<file path="src/rtl/cpu_sequencer.sv">
// Multi-cycle fetch/decode/execute/writeback sequencer driving cpu_top's register file and 74181 ALU.
// Keeps a carry flag for branch-on-carry, supports halt, and counts retired instructions.
module cpu_sequencer #(
  parameter int DATA_WIDTH  = 16,
  parameter int PC_WIDTH    = 8,
  parameter int INSTR_WIDTH = 32
) (
  input  logic                   clk,
  input  logic                   reset_n,
  input  logic                   start,
  output logic [PC_WIDTH-1:0]    imem_addr,
  input  logic [INSTR_WIDTH-1:0] imem_rdata,
  input  logic [DATA_WIDTH-1:0]  alu_result,
  input  logic                   alu_cout,
  output logic [2:0]             reg_read_addr1,
  output logic [2:0]             reg_read_addr2,
  output logic                   reg_write_enable,
  output logic [2:0]             reg_write_addr,
  output logic [DATA_WIDTH-1:0]  reg_write_data,
  output logic [3:0]             alu_comm,
  output logic                   alu_mode,
  output logic                   alu_cin,
  output logic                   b_source_sel,
  output logic [DATA_WIDTH-1:0]  alu_b_imm,
  output logic                   carry_flag,
  output logic                   busy,
  output logic                   halted,
  output logic [15:0]            instr_count
);

  typedef enum logic [2:0] {
    IDLE, FETCH, DECODE, EXECUTE, WRITEBACK, HALTED
  } state_t;

  state_t                  state;
  logic [PC_WIDTH-1:0]     pc;
  logic [INSTR_WIDTH-1:0]  ir;
  logic [DATA_WIDTH-1:0]   result_q;
  logic                    carry_q;
  logic                    write_q;
  logic                    busy_q;
  logic                    halted_q;
  logic [15:0]             count_q;
  logic                    unused_reserved;

  // Decode is purely combinational from ir, so it holds steady from EXECUTE through WRITEBACK.
  assign alu_comm       = ir[31:28];
  assign alu_mode       = ir[27];
  assign alu_cin        = ir[26];
  assign b_source_sel   = ir[25];
  assign reg_write_addr = ir[23:21];
  assign reg_read_addr1 = ir[20:18];
  assign reg_read_addr2 = ir[17:15];
  assign alu_b_imm      = {{(DATA_WIDTH-12){ir[11]}}, ir[11:0]};
  assign unused_reserved = ir[12];

  assign imem_addr        = pc;
  assign reg_write_data   = result_q;
  assign reg_write_enable = write_q;
  assign carry_flag       = carry_q;
  assign busy             = busy_q;
  assign halted           = halted_q;
  assign instr_count      = count_q;

  // NOTE: every register here, including the write-enable, sits under the async reset, so
  // asserting reset_n mid-WRITEBACK kills the write strobe without waiting for a clock.
  always_ff @(posedge clk or negedge reset_n) begin
    if (!reset_n) begin
      state    <= IDLE;
      pc       <= '0;
      ir       <= '0;
      result_q <= '0;
      carry_q  <= 1'b0;
      write_q  <= 1'b0;
      busy_q   <= 1'b0;
      halted_q <= 1'b0;
      count_q  <= '0;
    end else begin
      case (state)
        IDLE, HALTED: begin
          if (start) begin
            state    <= FETCH;
            pc       <= '0;
            busy_q   <= 1'b1;
            halted_q <= 1'b0;
          end
        end
        FETCH: state <= DECODE;
        DECODE: begin
          ir    <= imem_rdata;
          state <= EXECUTE;
        end
        EXECUTE: begin
          if (ir[14]) begin
            state    <= HALTED;
            busy_q   <= 1'b0;
            halted_q <= 1'b1;
          end else if (ir[13]) begin
            // Branch target is truncated to the pc width.
            pc      <= carry_q ? ir[PC_WIDTH-1:0] : pc + PC_WIDTH'(1);
            count_q <= count_q + 16'd1;
            state   <= FETCH;
          end else begin
            result_q <= alu_result;
            carry_q  <= alu_cout;
            write_q  <= ir[24];
            state    <= WRITEBACK;
          end
        end
        WRITEBACK: begin
          write_q <= 1'b0;
          pc      <= pc + PC_WIDTH'(1);
          count_q <= count_q + 16'd1;
          state   <= FETCH;
        end
        default: begin
          state    <= IDLE;
          write_q  <= 1'b0;
          busy_q   <= 1'b0;
          halted_q <= 1'b0;
        end
      endcase
    end
  end

endmodule

</file>
<file path="config.mk">
export PLATFORM = sky130hd
export DESIGN_NAME = cpu_sequencer
export DESIGN_NICKNAME = d
export VERILOG_FILES = /design/src/rtl/cpu_sequencer.sv
export SDC_FILE = /design/constraint.sdc
export NUM_CORES = 1
export LEC_CHECK = 0
export ABC_AREA = 1
export CAP_MARGIN = 20
export CORE_MARGIN = 2
export CORE_UTILIZATION = 35
export DETAILED_ROUTE_END_ITERATION = 8
export GPL_ROUTABILITY_DRIVEN = 0
export PLACE_DENSITY = 0.7
export SLEW_MARGIN = 20
export SYNTH_ARGS = -nofsm -noshare
export SYNTH_HDL_FRONTEND = slang
export SYNTH_SLANG_ARGS = --single-unit
</file>
<file path="constraint.sdc">
create_clock -name clk -period 2.1 [get_ports clk]
set_clock_uncertainty 0.2 [all_clocks]
set_input_delay 0.42 -clock clk [delete_from_list [all_inputs] [get_ports clk]]
set_output_delay 0.42 -clock clk [all_outputs]
set_load 0.01 [all_outputs]
</file>
### Word level (Yosys, flattened, before mapping)

Index checks and enable logic that the tools add are counted.
Widths: inputs -> output; s select.

* register bits after elaboration: 79
* input bits: 52
* output and inout bits: 76
* word-level logic and storage cells: 57

* add/sub/neg operators: 2
* eq/ne operators: 10
* muxes and demuxes: 21
* bitwise logic cells: 4
* reduce and logical (&&, ||, !) cells: 11

Operator list (count)
* $mux 16: 2
* $mux 8: 4
* $pmux 16 s2: 1
* $pmux 8 s3: 1
* $add 16x1->16 const B: 1
* $pmux 3 s5: 1
* $reduce_and 3->1: 4
* $ne 2x2->1 const B: 5
* $mux 3: 3
* $add 8x1->8 const B: 1
* $eq 3x2->1 const B: 2
* $eq 3x3->1 const B: 2
* $mux 1: 6
* $pmux 1 s3: 2
* $not 1->1: 4
* $reduce_and 4->1: 1
* $reduce_or 4->1: 1
* $eq 3x1->1 const B: 1
* $logic_not 3->1: 1
* $reduce_bool 3->1: 1
* $reduce_or 3->1: 1
* $pmux 1 s2: 1
* $reduce_bool 2->1: 1
* $reduce_or 2->1: 1

### Logic depth before layout (Yosys ltp)

Gate-level depths: netlist of run 1.

* word-level depth: 5
* gate-level depth with buffers: 10
* mapped depth without buffers: 10

### Least setup slack after synthesis of run 1

OpenSTA, ideal clock, no wires.

* path kind: reg-to-reg
* start: reg count_q[0] (netlist: instr_count[0])
* end: reg count_q[14] (netlist: instr_count[14])
* setup time: 116 ps
* data arrival time: 1243 ps
* data required time: 1784 ps
* path slack: 540 ps
* cell stages (with the launch flop): 9
* path buffers: 0
* period minus slack after synthesis: 1560 ps
* cells stage by stage: dfrtp_1 > ha_1 > nand3_1 > nor2_1 > nand3_1 > nand2_1 > nand2_1 > nand2_1 > nand2_1

* cells in the longest elaborated chain, start to end: 4

Ends and longest elaborated chain
* start: declaration: RTL line 43 `logic [15:0] count_q;`
* start signal: assignment: RTL line 101 `count_q <= count_q + 16'd1;`
* start signal: assignment: RTL line 113 `count_q <= count_q + 16'd1;`
* $add 16x1->16 *: RTL line 101, 113
* $mux 16: RTL line 98 `end else if (ir[13]) begin`
* $mux 16: RTL line 94 `if (ir[14]) begin`
* $pmux 16 s2 *: RTL line 79 `case (state)`

Every way passes the cells marked *; elsewhere a longest branch is shown, timed or not. The select of a mux whose other input is x is not followed.
A chain may end at the register's enable or synchronous reset.

### Worst setup path after layout of run 1

* start: reg count_q[4] (netlist: instr_count[4])
* end: out instr_count[4]

RTL lines
* end: declaration: RTL line 28 `output logic [15:0] instr_count`

No word-level cell between the ends.

==> results.toml, run 1 <==
[run_status]
status = "complete, no violations"

[placed_design]
portBuffers = 126
dp.cells = 713
dp_hpwl_mm = 6.74
dpl_worst_slack_ps = 213

[cells_and_area]
final-seq-area_um2 = 1950
antenna_cells = 0
finalNonFillerCells = 729
nFillCells = 1084
drive_above_1_share_pct = 9.39
syn2layout_area_growth_pct = 38.2
multi_input_comb_area_um2 = 1620
num-nets-final = 636

[synth]
syn_area_per_cell_um2 = 8.40
synthCells = 476
ys_types = 31
ys_ff_latch = 78
synth_top_area_share_pct = 48.8
ys_seq_area_share_pct = 48.8
synth_area_leaders = "dfrtp_1 (49%), nand2_1 (19%), buf_4 (5.8%), nand3_1 (3.4%), mux2_4 (3.0%)"
synth_fp_nets = 530
synth_area_um2 = 4000
synthTopCellsByCount = "nand2_1 (197), dfrtp_1 (78), buf_4 (31)"
ys.flop_type = "dfrtp_1"
synth_top_area_cell = "dfrtp_1"
async_flop_share_pct = 100
synth-edff-count = 0
ys_warn_count = 0
yosysMostFrequentCell = "nand2_1"

[critical_path]
reg2reg_depth = 8
slowest_delay_ps = 580
critPathMaxFanout = 5
reg2reg_from = "state[0]"
worstPathRequired_ps = 1480
worstPathBufferInverterCount = 1
rr_endpoint = "busy"
arrival_ps = 1350
worstPathCellList = "clkdlybuf4s50_1"
path_class = "register to output port"
crit_start = "instr_count[4]"
cp_slowest_cell = "clkdlybuf4s50_1"
end_kind = "output port"
r2r_setup_slack_ps = 290
crit_family = "buffers and inverters"
cp-start-kind = "register"

[sta]
tns_ps = 0
slew_viol_final = 0
max_slew.worst_pin.slew_ps = 441
max_freq_mhz = 507
slew_headroom_pct = 70.6
finalCritPeriodShare_pct = 94.0
rsz0062_at_grt = "no"
layout_setup_ws_ps = 127
min_period_ps = 1970
setup_violations = 0
hold_viol_final = 0

[global_routing]
grt_max_degree = 79
grt_pass1_vias = 3367
grt.overflow.total = 0
globalRouteTotalUtil_pct = 15.7
grt_first_pass_wirelength_mm = 15.6
antenna_found_initial = 0

[floorplan]
core-area_um2 = 11300
initial_core_util_pct = 35.5
ios = 128
die_w_um = 111
dieArea_um2 = 12300
fp.dieH_um = 111
num_rows = 39

[drt]
wl_mm = 9.34
route.detailed.wl_per_inst_um = 12.8
ant_nets = 0
drcViolationCount = 0
drt_iter0_drc = 177
viasPerCell = 4.61
dr.pass1.iters = 4
vias = 3361

[min_path]
holdPathStages = 2
hold_start = "ir[10]"
worstHoldEndpoint = "ir[10]"
worstHoldPathType = "register to register"

[clocking]
clk_pin_slew_worst_paths_ps = 60
cts_resized = 0
numCtsBuffers = 9
clk_latency_ps = 330
cts_root_buf = "clkbuf_16"
cts_tree = "built"
clock_path_buffers = 2
htree_levels = 3
clock-sinks = 78

[pwr]
seq_power_share_pct = 33.3
swShare_pct = 36.8
power_switching_mw = 2.83
power.density_nw_per_um2 = 1390
pwr-share-clk_pct = 20.0
power_leakage_nw = 2.57
p_comb_share_pct = 46.7
ir_drop_mv = 0.662
p_int_mw = 4.86

[flow_run]
drv_cap = 0
==> routing by layer <==
layer  track usage, %  vias up  routed length (µm)
li1                 -     1682                   -
met1             18.7     1557                4030
met2             26.0      108                4440
met3             5.63       14                 699
met4             6.25        0                 172
met5                0        -                   0
==> through the flow <==
step	utilization, %	hold WS [ps]	instance area, µm²	power (mW)
final	49.0	274	5520	7.69
after global routing	49.0	298	5520	8.25
after CTS	49.0	281	5520	7.80
after detailed placement	46.3	265	5220	6.21
after global placement	46.3	262	5220	6.10
after floorplan	-	-75.6	4000	4.84
==> how the worst max path moves through the flow <==
stage	cells after the start	end
2_1_floorplan	8	instr_count[14]
3_3_place_gp	6	imem_addr[7]
3_5_place_dp	6	imem_addr[4]
4_1_cts	1	instr_count[4]
5_1_grt	1	instr_count[10]
6_report	1	instr_count[4]
==> power by group through the flow <==
stage / logic [mW] / clock network, mW / registers (mW)
after floorplan: 2.21 / 0 / 2.64
after global placement: 3.54 / 0 / 2.55
after detailed placement: 3.62 / 0 / 2.58
after CTS: 3.64 / 1.58 / 2.57
after global routing: 3.94 / 1.65 / 2.66
final: 3.59 / 1.53 / 2.56
==> flip-flops by register name, indices dropped and copies added (netlist names) <==
signal	count
imem_addr	8
busy	1
ir	31
reg_write_data	16
state	3
instr_count	16
reg_write_enable	1
carry_flag	1
halted	1
==> cell usage in the layout (no fill, tap or decap) <==
cell             netlist  final
clkbuf_16              0      9
mux2_2                 8      8
nor3_1                 1      1
bufinv_16              0      1
nor2_8                 1      1
buf_4                 31      7
clkdlybuf4s50_1        0    125
xor2_1                 3      3
nand2_1              197    197
o21bai_1               1      1
nor2_4                 3      3
clkbuf_1               2      1
nand4_1                9      9
nand3_4                1      1
xnor2_1                4      4
nand2_4                2      2
nand3_1               27     27
nand2_2                3      3
o21ai_0               18     18
o21ai_1                3      3
dfrtp_1               78     78
inv_1                 28     28
clkinvlp_4             0      1
clkbuf_8               0      1
a21oi_1                3      3
buf_12                 0      2
inv_8                  1      1
nand3b_1               2      2
nor2_1                28     28
mux2_4                 8      8
clkinv_2               0      2
inv_2                  3      3
nor2_2                 1      1
ha_1                   2      2
nand2_8                1      1
dlygate4sd3_1          0      1
==> cell type report <==
cell class | instances | area share [%]
Sequential cell | 78 | 35.4
Multi-Input combinational cell | 326 | 29.3
Timing Repair Buffer | 135 | 24.5
Clock buffer | 11 | 4.40
Tap cell | 143 | 3.24
Inverter | 32 | 2.31
Clock inverter | 4 | 0.861
==> cells by family after synthesis <==
kind of cell | synth area share [%]
and+or+nand+nor | 29.9
adders and majority gates | 0.626
xor gates and xnor gates | 1.53
AOI/OAI and AO/OA | 3.19
muxes | 5.26
buffers and inverters | 10.6
DFF | 48.8
==> worst reg2reg max path, cell delays in order, from the launching register on <==
cell and delay (ps):
dfrtp_1 410, inv_1 120, nand3_1 170, buf_4 280
o21ai_0 160, inv_1 100, nand4_1 110, nand2_1 90
nand2_1 50
==> timing repair <==
| item | 4_1_cts | 5_1_grt |
|---|---|---|
| hold endpoints to repair | 78 | 0 |
| endpoints found under the setup margin | 0 | 0 |
| setup buffers | 0 | 0 |
| hold buffers | 1 | 0 |
Power figures use the tool's default switching activity.
==> run 2: changes to the inputs <==
--- a/config.mk
+++ b/config.mk
@@ -11,8 +11,9 @@
 export CORE_UTILIZATION = 35
 export DETAILED_ROUTE_END_ITERATION = 8
 export GPL_ROUTABILITY_DRIVEN = 0
+export HOLD_SLACK_MARGIN = 0.03
 export PLACE_DENSITY = 0.7
-export SLEW_MARGIN = 20
+export SLEW_MARGIN = 30
 export SYNTH_ARGS = -nofsm -noshare
 export SYNTH_HDL_FRONTEND = slang
 export SYNTH_SLANG_ARGS = --single-unit
==> results of run 2 <==
No change in the layout: final DEF, timing and power equal those of run 1.
==> run 3: changes to the inputs <==
--- a/config.mk
+++ b/config.mk
@@ -7,7 +7,7 @@
 export LEC_CHECK = 0
 export ABC_AREA = 1
 export CAP_MARGIN = 20
-export CORE_MARGIN = 2
+export CORE_MARGIN = 1
 export CORE_UTILIZATION = 35
 export DETAILED_ROUTE_END_ITERATION = 8
 export GPL_ROUTABILITY_DRIVEN = 0
==> run 3 against run 2 <==
  * Final area is 0.29% lower
  * Register-to-register slack better by 40 ps
  * First-iteration DRC count decreased by 1.7%
  * Largest cell class unchanged
  * Largest power group unchanged
  * Critical path depth did not move
  * Fmax up 0.13%
==> results.toml, run 3 (same netlist as run 1, synthesis figures left out) <==
[pwr]
fin_total_pwr_mw = 7.59
ir_drop_mv = 0.618
power_leakage_nw = 2.56
power_switching_mw = 2.84
swShare_pct = 37.4
pwr-share-clk_pct = 18.9
p_int_mw = 4.75
seq_power_share_pct = 33.9
power.density_nw_per_um2 = 1380
p_comb_share_pct = 47.2

[critical_path]
critPathMaxFanout = 5
crit_family = "buffers and inverters"
r2r_setup_slack_ps = 330
endpoint = "instr_count[4]"
cp_slowest_cell = "clkdlybuf4s50_1"
slowest_delay_ps = 580
arrival_ps = 1350
cp-start-kind = "register"
end_kind = "output port"
reg2reg_depth = 8
worstPathCellList = "clkdlybuf4s50_1"
cp.depth = 1
worstPathBufferInverterCount = 1
crit_start = "instr_count[4]"
path_class = "register to output port"
rr_endpoint = "busy"
reg2reg_from = "state[0]"
worstPathRequired_ps = 1480

[clocking]
clk_pin_slew_worst_paths_ps = 60
htree_levels = 3
clock_path_buffers = 2
clock-sinks = 78
post_cts_buffers = 0
cts_root_buf = "clkbuf_16"
cts_tree = "built"
clk_latency_ps = 330
cts_resized = 0
numCtsBuffers = 9

[global_routing]
grt_max_degree = 44
grt_pass1_vias = 3389
grt.overflow.total = 0
grt_first_pass_wirelength_mm = 15.4
globalRouteTotalUtil_pct = 16.7
antenna_found_initial = 0

[cells_and_area]
drive_above_1_share_pct = 9.54
fin_area_um2 = 5510
largest_register_ffs = 31
num-nets-final = 636
layout_commonest_cell = "nand2_1"
layout_common_cells = "nand2_1 (197), clkdlybuf4s50_1 (125), dfrtp_1 (78)"
syn2layout_area_growth_pct = 37.8
antenna_cells = 0
largest_register = "ir"

[sta]
max_slew.worst_pin.slew_ps = 567
finalCritPeriodShare_pct = 93.8
hold_viol_final = 0
max_freq_mhz = 507
slew_viol_final = 0
setup_violations = 0
min_period_ps = 1970
slew_headroom_pct = 62.2
rsz0062_at_grt = "no"
tns_ps = 0

[drt]
wl_mm = 9.23
viasPerCell = 4.68
ant_nets = 0
drt_iter0_drc = 174
route.detailed.wl_per_inst_um = 12.7
vias = 3399
dr.pass1.iters = 5
drcViolationCount = 0

[floorplan]
ios = 128
dieArea_um2 = 11800
num_rows = 38
die_w_um = 109
fp.dieH_um = 109
core-area_um2 = 11000
initial_core_util_pct = 36.4

[min_path]
worstHoldPathType = "register to register"

[placed_design]
portBuffers = 126
dpl-instance-area_um2 = 5220
dp_hpwl_mm = 6.77

[run_status]
status = "complete, no violations"

[flow_run]
drv_cap = 0
[run 3: cell types whose count changed in the layout (fill, tap and decap cells not counted)]
cell       previous run  this run
bufinv_16             1         0
clkinv_4              0         2
[run 3: final cells by class]
class                   instances  area [µm²]
clock buffers                  11         243
clock inverters                 5        35.0
fillers                      1017        5480
inverters                      32         128
multi-input cells             326        1620
flip-flops and latches         78        1950
well taps                     140         175
repair buffers                135        1350
[run 3: worst min-delay path by stage]
stage	end	from	slack, ps	cells past startpoint
finish	halted	halted	270	2
global route	ir[25]	ir[25]	300	2
CTS	halted	halted	280	2
detailed placement	reg_write_data[13]	reset_n	260	1
global placement	reg_write_data[13]	reset_n	250	1
floorplan	busy	reset_n	-80	0
[run 3: stage by stage]
stage	hold WS [ps]	std cells	util (%)	setup slack (ps)
global route	302	727	50.1	55.0
finish	273	727	50.1	130
detailed placement	257	710	47.5	200
floorplan	-75.6	476	-	540
CTS	278	727	50.1	115
global placement	249	710	47.5	245
[run 3: routing by layer]
layer / up-vias / global-route usage [%] / wire, µm
met5: - / 0 / 0
met4: 0 / 6.08 / 82
met3: 9 / 5.38 / 755
met2: 124 / 28.8 / 4520
met1: 1581 / 19.2 / 3870
li1: 1685 / - / -
[run 3: power groups by stage]
stage	registers, mW	clock network (mW)	logic (mW)
floorplan	2.64	0	2.21
global placement	2.57	0	3.53
detailed placement	2.58	0	3.61
CTS	2.58	1.48	3.63
global route	2.65	1.55	3.98
finish	2.57	1.43	3.58
[run 3: what timing repair did]
action / in CTS / in global routing
hold endpoints to repair: 42 / 0
hold buffers: 1 / 0
setup endpoints to repair: 0 / 0
